### config.mk
export PLATFORM = sky130hd
export DESIGN_NAME = vga_sig_gen_flat
export DESIGN_NICKNAME = d
export VERILOG_FILES = /design/src/rtl/vga_sig_gen_if.sv /design/src/rtl/vga_sig_gen.sv /design/src/flat_wrapper.sv
export SDC_FILE = /design/constraint.sdc
export NUM_CORES = 1
export LEC_CHECK = 0
export ABC_AREA = 0
export BUFFER_PORTS_ARGS = -buffer_cell sky130_fd_sc_hd__buf_2
export CAP_MARGIN = 30
export CORE_MARGIN = 4
export CORE_UTILIZATION = 60
export CTS_BUF_LIST = sky130_fd_sc_hd__clkbuf_8
export CTS_CLUSTER_SIZE = 10
export DETAILED_ROUTE_END_ITERATION = 8
export PLACE_DENSITY = 0.87
export RECOVER_POWER = 50
export SLEW_MARGIN = 25
export SYNTH_ARGS = -nofsm -noshare
export SYNTH_HDL_FRONTEND = slang
export SYNTH_SLANG_ARGS = --single-unit
export TNS_END_PERCENT = 1
### constraint.sdc
create_clock -name CLK -period 4.3 [get_ports CLK]
set_input_delay 0.43 -clock CLK [delete_from_list [all_inputs] [get_ports CLK]]
set_output_delay 0.43 -clock CLK [all_outputs]
set_load 0.01 [all_outputs]
### src/rtl/vga_sig_gen_if.sv
// Frame-buffer read port, board VGA pins and colour configuration for vga_sig_gen.
// master = the timing generator, slave = the environment (frame buffer + connector).
interface vga_sig_gen_if;
    logic [15:0] CONFIG_COLOURS;
    logic        VGA_DATA;
    logic [16:0] VGA_ADDR;
    logic        VGA_HS;
    logic        VGA_VS;
    logic [7:0]  VGA_COLOUR;
    logic        FRAME_START;

    modport master (
        input  CONFIG_COLOURS, VGA_DATA,
        output VGA_ADDR, VGA_HS, VGA_VS, VGA_COLOUR, FRAME_START
    );

    modport slave (
        output CONFIG_COLOURS, VGA_DATA,
        input  VGA_ADDR, VGA_HS, VGA_VS, VGA_COLOUR, FRAME_START
    );
endinterface

### src/rtl/vga_sig_gen.sv
// 640x480 VGA timing generator reading a pixel-doubled 320x240 1-bpp frame buffer.
// Address is issued from the post-update counters; sync/colour come out one pixel later.
module vga_sig_gen #(
    parameter int CLK_DIV = 4,
    parameter int HTS     = 800,
    parameter int HPW     = 96,
    parameter int HBP     = 48,
    parameter int HDISP   = 640,
    parameter int VTS     = 521,
    parameter int VPW     = 2,
    parameter int VBP     = 29,
    parameter int VDISP   = 480
) (
    input  logic          CLK,
    input  logic          RESET,
    vga_sig_gen_if.master bus
);
    localparam int DW = (CLK_DIV > 2) ? $clog2(CLK_DIV) : 1;
    localparam int HW = $clog2(HTS + 1);
    localparam int VW = $clog2(VTS + 1);

    localparam logic [DW-1:0] DIV_LAST = DW'(CLK_DIV - 1);
    localparam logic [HW-1:0] H_LAST   = HW'(HTS - 1);
    localparam logic [HW-1:0] H_PW     = HW'(HPW);
    localparam logic [HW-1:0] H_ST     = HW'(HPW + HBP);
    localparam logic [HW-1:0] H_END    = HW'(HPW + HBP + HDISP);
    localparam logic [VW-1:0] V_LAST   = VW'(VTS - 1);
    localparam logic [VW-1:0] V_PW     = VW'(VPW);
    localparam logic [VW-1:0] V_ST     = VW'(VPW + VBP);
    localparam logic [VW-1:0] V_END    = VW'(VPW + VBP + VDISP);

    // ST_WAIT holds the counters at 0 so the first tick after reset lands on pixel (0,0).
    typedef enum logic {ST_WAIT, ST_RUN} state_t;
    state_t r_state, w_state_nx;

    logic [DW-1:0] r_div;
    logic [HW-1:0] r_h, w_h_nx;
    logic [VW-1:0] r_v, w_v_nx;
    logic [16:0]   r_addr;
    logic          r_disp, r_hs, r_vs, r_fs;
    logic [7:0]    r_colour, r_fg, r_bg;

    logic          w_tick, w_run, w_disp_nx, w_frame;
    logic [8:0]    w_xh;
    logic [7:0]    w_yh;

    assign w_tick = (r_div == DIV_LAST);
    assign w_run  = (r_state == ST_RUN);

    always_comb begin
        w_state_nx = r_state;
        w_h_nx     = r_h;
        w_v_nx     = r_v;
        if (w_tick) begin
            w_state_nx = ST_RUN;
            if (r_state == ST_WAIT) begin
                w_h_nx = '0;
                w_v_nx = '0;
            end else if (r_h == H_LAST) begin
                w_h_nx = '0;
                w_v_nx = (r_v == V_LAST) ? '0 : r_v + 1'b1;
            end else begin
                w_h_nx = r_h + 1'b1;
            end
        end
    end

    assign w_disp_nx = (w_h_nx >= H_ST) && (w_h_nx < H_END) &&
                       (w_v_nx >= V_ST) && (w_v_nx < V_END);
    assign w_frame   = w_tick && (w_h_nx == '0) && (w_v_nx == '0);
    // Halved in-frame coordinates; only meaningful when w_disp_nx is set.
    assign w_xh      = 9'((w_h_nx - H_ST) >> 1);
    assign w_yh      = 8'((w_v_nx - V_ST) >> 1);

    always_ff @(posedge CLK or posedge RESET) begin
        if (RESET) r_state <= ST_WAIT;
        else       r_state <= w_state_nx;
    end

    always_ff @(posedge CLK or posedge RESET) begin
        if (RESET) begin
            r_div    <= '0;
            r_h      <= '0;
            r_v      <= '0;
            r_addr   <= '0;
            r_disp   <= 1'b0;
            r_hs     <= 1'b1;
            r_vs     <= 1'b1;
            r_colour <= '0;
            r_fg     <= '0;
            r_bg     <= '0;
            r_fs     <= 1'b0;
        end else begin
            r_div <= w_tick ? '0 : r_div + 1'b1;
            r_fs  <= w_frame;
            if (w_tick) begin
                r_h    <= w_h_nx;
                r_v    <= w_v_nx;
                r_addr <= w_disp_nx ? {w_yh, w_xh} : 17'd0;
                r_disp <= w_disp_nx;
                // Delay stage: describes the pixel whose address went out on the previous tick.
                r_hs     <= w_run ? (r_h >= H_PW) : 1'b1;
                r_vs     <= w_run ? (r_v >= V_PW) : 1'b1;
                r_colour <= (w_run && r_disp) ? (bus.VGA_DATA ? r_fg : r_bg) : 8'h00;
                if (w_frame) begin
                    r_fg <= bus.CONFIG_COLOURS[15:8];
                    r_bg <= bus.CONFIG_COLOURS[7:0];
                end
            end
        end
    end

    assign bus.VGA_ADDR    = r_addr;
    assign bus.VGA_HS      = r_hs;
    assign bus.VGA_VS      = r_vs;
    assign bus.VGA_COLOUR  = r_colour;
    assign bus.FRAME_START = r_fs;
endmodule

### src/flat_wrapper.sv
// flat-port wrapper written by rule: the top's interface ports become plain ports
module vga_sig_gen_flat 
#(
    parameter int CLK_DIV = 4,
    parameter int HTS     = 800,
    parameter int HPW     = 96,
    parameter int HBP     = 48,
    parameter int HDISP   = 640,
    parameter int VTS     = 521,
    parameter int VPW     = 2,
    parameter int VBP     = 29,
    parameter int VDISP   = 480
)
  (CLK, RESET, bus_CONFIG_COLOURS, bus_VGA_DATA, bus_VGA_ADDR, bus_VGA_HS, bus_VGA_VS, bus_VGA_COLOUR, bus_FRAME_START);
  vga_sig_gen_if bus_i ();
  input  logic CLK;
  input  logic RESET;
  input wire logic [$bits(bus_i.CONFIG_COLOURS)-1:0] bus_CONFIG_COLOURS;
  input wire logic [$bits(bus_i.VGA_DATA)-1:0] bus_VGA_DATA;
  output wire logic [$bits(bus_i.VGA_ADDR)-1:0] bus_VGA_ADDR;
  output wire logic [$bits(bus_i.VGA_HS)-1:0] bus_VGA_HS;
  output wire logic [$bits(bus_i.VGA_VS)-1:0] bus_VGA_VS;
  output wire logic [$bits(bus_i.VGA_COLOUR)-1:0] bus_VGA_COLOUR;
  output wire logic [$bits(bus_i.FRAME_START)-1:0] bus_FRAME_START;
  assign bus_i.CONFIG_COLOURS = bus_CONFIG_COLOURS;
  assign bus_i.VGA_DATA = bus_VGA_DATA;
  assign bus_VGA_ADDR = bus_i.VGA_ADDR;
  assign bus_VGA_HS = bus_i.VGA_HS;
  assign bus_VGA_VS = bus_i.VGA_VS;
  assign bus_VGA_COLOUR = bus_i.VGA_COLOUR;
  assign bus_FRAME_START = bus_i.FRAME_START;
  vga_sig_gen #(.CLK_DIV(CLK_DIV), .HTS(HTS), .HPW(HPW), .HBP(HBP), .HDISP(HDISP), .VTS(VTS), .VPW(VPW), .VBP(VBP), .VDISP(VDISP)) u_core (.CLK(CLK), .RESET(RESET), .bus(bus_i));
endmodule
# Word-level counts from Yosys, hierarchy flattened
# Index checks and enable logic that the tools add are counted.
[classes]
add_sub_neg = 5
order_cmp = 6
n_eq_ne = 3
mux = 13
reduce_logical = 9
[op_table]
columns = ["op", "n"]
rows = [
  ["2-to-1 mux 10 bit", 7],
  ["adder 10 x 1 -> 10 bit, second input constant", 2],
  ["== test 10 bit, second input constant", 2],
  ["zero test 10 bit", 2],
  ["2-to-1 mux 17 bit", 1],
  ["2-to-1 mux 8 bit", 2],
  [">= comparator 10 x 2 -> 1 bit, second input constant", 1],
  [">= comparator 10 x 5 -> 1 bit, second input constant", 1],
  [">= comparator 10 x 7 -> 1 bit, second input constant", 1],
  [">= comparator 10 x 8 -> 1 bit, second input constant", 1],
  ["less-than comparator 10 bit, second input constant", 1],
  ["less-than comparator 10 x 9 -> 1 bit, second input constant", 1],
  ["subtractor 10 x 8 -> 10 bit, second input constant", 1],
  ["subtractor 9 x 5 -> 9 bit, second input constant", 1],
  ["logical AND 1 bit", 6],
  ["adder 2 x 1 -> 2 bit, second input constant", 1],
  ["== test 2 bit, second input constant", 1],
  ["2-to-1 mux 1 bit", 2],
  ["2-to-1 mux 2 bit", 1],
  ["AND reduction 2 bit", 1],
]
[totals]
reg_bits = 68
input_bits = 19
out_inout_bits = 28
elab_cells = 48

# Longest topological paths before layout
[logic_depth]
word_depth = 9
ltp_mapped = 15
mapped_depth_nobuf = 12

# Worst setup path before layout
# No wires, ideal clock.
[synth_timing]
kind = "register to register"
startpoint = "register u_core.r_h[0]"
endpoint = "register u_core.r_addr[1] (netlist: u_core.bus.VGA_ADDR[1])"
setup_time_ns = 0.103
arrival_time_ns = 3.165
required_time_ns = 4.197
slack_ns = 1.031
path_stages_with_launch = 14
path_buffers = 2
path_cell_list = "dfrtp_1 -> ha_1 -> nand4_1 -> buf_2 -> o31ai_4 -> or4_1 -> and2_1 -> ha_1 -> nand2_1 -> o21ai_0 -> a211o_1 -> a211o_1 -> buf_2 -> o41ai_2"
[synth_via]
elab_chain_len = 9
word_cells_on_any_way = 17
cone_classes = "add/sub (2); order compare (4); eq/ne (1); mux (7); reduce/logical (3)"
[synth_rtl]
columns = ["item", "line_no", "rtl"]
rows = [
  ["start: declaration", "vga_sig_gen.sv:37", "logic [HW-1:0] r_h, w_h_nx;"],
  ["start signal: assignment", "vga_sig_gen.sv:97", "r_h <= w_h_nx;"],
  ["adder 10 x 1 -> 10 bit or == test 10 bit (tied branches)", "vga_sig_gen.sv:63, vga_sig_gen.sv:59", ""],
  ["2-to-1 mux 10 bit", "vga_sig_gen.sv:59", "end else if (r_h == H_LAST) begin"],
  ["2-to-1 mux 10 bit", "vga_sig_gen.sv:56", "if (r_state == ST_WAIT) begin"],
  ["2-to-1 mux 10 bit", "vga_sig_gen.sv:54", "if (w_tick) begin"],
  [">= comparator 10 x 8 -> 1 bit or less-than comparator 10 bit (tied branches)", "vga_sig_gen.sv:68", "assign w_disp_nx = (w_h_nx >= H_ST) && (w_h_nx < H_END) &&"],
  ["logical AND 1 bit (2 in series)", "vga_sig_gen.sv:68", ""],
  ["logical AND 1 bit", "vga_sig_gen.sv:69", "(w_v_nx >= V_ST) && (w_v_nx < V_END);"],
  ["2-to-1 mux 17 bit (*)", "vga_sig_gen.sv:99", "r_addr <= w_disp_nx ? {w_yh, w_xh} : 17'd0;"],
  ["end signal: assignment", "vga_sig_gen.sv:99", ""],
  ["end: declaration", "vga_sig_gen.sv:39", "logic [16:0] r_addr;"],
]
# Mark *: on every way between the ends. The rest lies on a longest branch, timed or not.
# A chain may end at the register's enable or synchronous reset.

# Worst setup path in the final report
[layout_timing]
startpoint = "register u_core.r_h[0]"
endpoint = "register u_core.r_fg[5]"
[layout_via]
word_cells_on_any_way = 13
cone_classes = "add/sub (1); eq/ne (1); mux (6); reduce/logical (5)"
[layout_lines]
columns = ["item", "line_no", "rtl"]
rows = [
  ["== test 10 bit", "vga_sig_gen.sv:59", ""],
  ["2-to-1 mux 10 bit", "vga_sig_gen.sv:59", ""],
  ["2-to-1 mux 10 bit", "vga_sig_gen.sv:56", ""],
  ["2-to-1 mux 10 bit", "vga_sig_gen.sv:54", ""],
  ["net u_core.w_v_nx[1]", "vga_sig_gen.sv:38", "logic [VW-1:0] r_v, w_v_nx;"],
  ["zero test 10 bit", "vga_sig_gen.sv:70", "assign w_frame = w_tick && (w_h_nx == '0) && (w_v_nx == '0);"],
  ["logical AND 1 bit", "vga_sig_gen.sv:70", ""],
  ["AND reduction 2 bit (no line)", "n/a", ""],
  ["end signal: assignment", "vga_sig_gen.sv:106", "r_fg <= bus.CONFIG_COLOURS[15:8];"],
  ["end: declaration", "vga_sig_gen.sv:41", "logic [7:0] r_colour, r_fg, r_bg;"],
]
# The timed path passes the listed nets, and every way through them passes these cells.

==> summary.txt <==
Status
  • Status: complete, but fails checks
  • Failing checks: max-capacitance violations, max-slew violations

STA
  • Final hold violations: 0
  • Final worst path period share: 87.9%
  • RSZ-0062 raised after global routing: no
  • Final Max Slew Viols: 44
  • Slew @ Worst Pin: 2.16 ns
  • Slew HR: -44.2%
  • Post-layout min period: 3.78 ns
  • Setup Skew: 0.0161 ns
  • Final setup fails: 0
  • Setup ws final: 0.518 ns
  • TNS Setup: 0 ns
  • Maximum clock frequency: 264 MHz

Worst setup path
  • CP Data Arrival Time: 4.01 ns
  • WP data required: 4.53 ns
  • CP endpoint kind: flip-flop
  • Crit-path max FO: 17
  • R2R depth: 12
  • Critical path class: reg -> reg
  • Nature of the critical path startpoint: flip-flop

Synth
  • Syn Area/Cell: 10.4 µm²
  • Syn. warnings: 0
  • Post-Syn Instances: 388
  • EDFF count, synth: 0
  • Ys flop type: dfrtp_1
  • Library cells used by synthesis: 73
  • Top cell types by occurrence after synthesis: dfrtp_1 (66), nand2_1 (46), inv_1 (20)
  • Synth Net Count: 418
  • Netlist Area Pre-Place: 4030 µm²
  • Cell accounting for the most synthesized area: dfrtp_1
  • Top-count cell post-synth: dfrtp_1
  • Ys async rst share: 100%
  • Post-synth top area share: 41.0%
  • Dominant cells by area after synthesis: dfrtp_1 (41%), nand2_1 (4.3%), o2bb2ai_2 (3.7%)
  • Sequential fraction of the synthesis area: 42.3%
  • Synthesized flop and latch total: 68

Routing
  • Top sig layer: met4
  • DR WL met2: 4830 µm
  • Vias per cell: 6.52
  • Iter 0 DRT Violations: 300
  • Antenna viol nets, final: 0
  • Pre-antenna DRT Iters: 5
  • Post-Route M1 WL: 4300 µm
  • Per-cell routed wire length: 19.6 µm
  • Met3 wire len: 637 µm
  • DR vias: 3294
  • Total wire length: 9910 µm
  • # DRC: 0

Finish
  • Ant diodes: 0
  • Layout Utilization: 69.5%
  • Layout Nets: 453
  • Final Non-Filler Cells: 505
  • Proportion of layout cells with a drive suffix above 1: 25.9%
  • Design Area, Final: 4460 µm²
  • Area delta synth->final: 10.6%

Clocking
  • Reg clk slew, reported paths: 0.09 ns
  • CTS tree: done
  • CTS Sinks: 68
  • H-tree level count: 3
  • Maximum clock insertion buffer count: 2
  • CTS resizes: 0
  • Worst skew pair latency: 0.36 ns
  • Clock root buffer: clkbuf_8
  • Postcts setup bufs: 0
  • Cts hold-fix bufs: 0
  • CTS Buf Count: 9

Die
  • Initial Utilization: 62.8%
  • Core Area: 6420 µm²
  • Vert. Die Dim: 90.0 µm
  • Die width: 90.0 µm
  • Io pins: 47
  • Std cell rows: 29
  • Die Footprint: 8090 µm²

Pwr
  • Clk network pwr share: 46.7%
  • Sw frac: 23.1%
  • Sequential Power Share: 50.4%
  • Comb pwr share: 2.9%
  • Leak: 0.00202 µW
  • Internal: 995 µW
  • IR Drop Worst-Case VDD: 275 µV
  • Pwr Density: 290 nW/µm²
  • Sw power: 299 µW

Global route
  • Global-route wire length before repair: 16600 µm
  • All-Layer GR Usage: 25.3%
  • Initial antenna violation count: 0
  • Vias in the first global route: 3217
  • Largest net degree at the start of global routing: 50
  • Total grt overflow: 0

Placed design
  • Port-buffer cells: 46
  • Setup WS pre-CTS: 0.690 ns
  • Placed cell count: 489
  • Detailed Place HPWL: 6810 µm
  • Placed instance area: 4260 µm²
  • Placer Congestion: 0.960

Hold path
  • Hold WC Path Type: in -> reg
  • Worst Hold Depth: 2

Flow run
  • Max cap viols: 1
==> worst paths after layout <==
check,startpoint,endpoint,slack (ns)
worst max register to register,u_core.r_h[0],u_core.r_fg[5],0.52
min in group asynchronous,RESET,u_core.bus.VGA_COLOUR[7],0.33
worst min-delay path,bus_CONFIG_COLOURS[2],u_core.r_bg[2],0.30
worst min register to register,u_core.r_div[0],u_core.r_div[0],0.42
max in group asynchronous,RESET,u_core.r_v[2],1.40
worst max-delay path,u_core.r_h[0],u_core.r_fg[5],0.52
==> stage by stage <==
stage	total power [µW]	hold slack, ns
global route	1320	0.309
finish	1290	0.304
CTS	1290	0.155
floorplan	687	0.403
detailed placement	703	0.418
global placement	700	0.414
==> sequential cells by signal, summed over array words and instances, names as in the netlist <==
register / flops
u_core.bus.VGA_ADDR: 17
u_core.r_h: 10
u_core.r_v: 10
u_core.bus.VGA_COLOUR: 8
u_core.r_bg: 8
u_core.r_fg: 8
u_core.r_div: 2
u_core.bus.FRAME_START: 1
u_core.bus.VGA_HS: 1
u_core.bus.VGA_VS: 1
u_core.r_disp: 1
u_core.r_state: 1
==> critical path, stage by stage, from the launching register on <==
cell      delay (ns)
dfrtp_1         0.43
ha_1            0.29
nand4_1         0.29
buf_4           0.29
o311ai_0        0.48
o31ai_1         0.24
inv_1           0.11
ha_1            0.14
and2_0          0.12
nand4_1         0.09
nor3_1          0.34
nand4_4         0.40
mux2_4          0.42
==> final cells by class <==
type / instances / area, µm²
Clock inverter: 7 / 98.8
Inverter: 23 / 87.6
Multi-Input combinational cell: 269 / 2090
Tap cell: 77 / 96.3
Timing Repair Buffer: 52 / 256
Clock buffer: 9 / 124
Sequential cell: 68 / 1700
Fill cell: 430 / 1960
==> cells by family (layout without fill, tap and decap cells) <==
kind of cell / Yosys count / count (layout) / share of synthesized area (%)
adder cells (fa/ha/maj): 11 / 11 / 3.41
multiplexers: 28 / 28 / 8.32
AO/OA/AOI/OAI: 83 / 83 / 18.4
XOR/XNOR: 12 / 12 / 2.61
AND/OR/NAND/NOR: 135 / 135 / 19.2
flip-flops: 68 / 68 / 42.3
buffers and inverters: 51 / 91 / 5.80
==> cells in the final DEF (no fill, tap or decap), drive strengths merged, types with 2 or more instances in the layout <==
| cell type | n |
|---|---|
| and3 | 3 |
| o21ai | 11 |
| o21a | 2 |
| a31oi | 4 |
| a211o | 3 |
| dfstp | 2 |
| mux2i | 11 |
| nand2 | 46 |
| dfrtp | 66 |
| nor3 | 13 |
| nand3 | 12 |
| ha | 11 |
| nor2b | 4 |
| mux2 | 17 |
| clkbuf | 22 |
| o221ai | 2 |
| or4 | 4 |
| nand2b | 2 |
| o2bb2ai | 20 |
| o22ai | 2 |
| o311ai | 2 |
| a21oi | 12 |
| buf | 39 |
| nor4 | 11 |
| inv | 24 |
| clkinv | 3 |
| nand4 | 10 |
| nor2 | 15 |
| xnor2 | 11 |
| o31ai | 10 |
| o41ai | 2 |
| or3 | 4 |
| bufinv | 2 |
| and2 | 5 |
| nor4b | 2 |
==> per-layer routing <==
| metal | track usage, % | up-vias |
|---|---|---|
| met5 | 0 | - |
| met4 | 7.91 | 0 |
| met3 | 4.59 | 14 |
| met2 | 40.7 | 147 |
| met1 | 35.1 | 1638 |
| li1 | - | 1495 |
==> power groups by stage <==
| stage | combinational, µW | sequential, µW | clock [µW] |
|---|---|---|---|
| after floorplan | 24.8 | 662 | 0 |
| after global placement | 37.1 | 663 | 0 |
| after detailed placement | 39.4 | 663 | 0 |
| after CTS | 39.4 | 651 | 601 |
| after global routing | 42.7 | 652 | 630 |
| final | 37.7 | 652 | 604 |
Power figures use the tool's default switching activity.
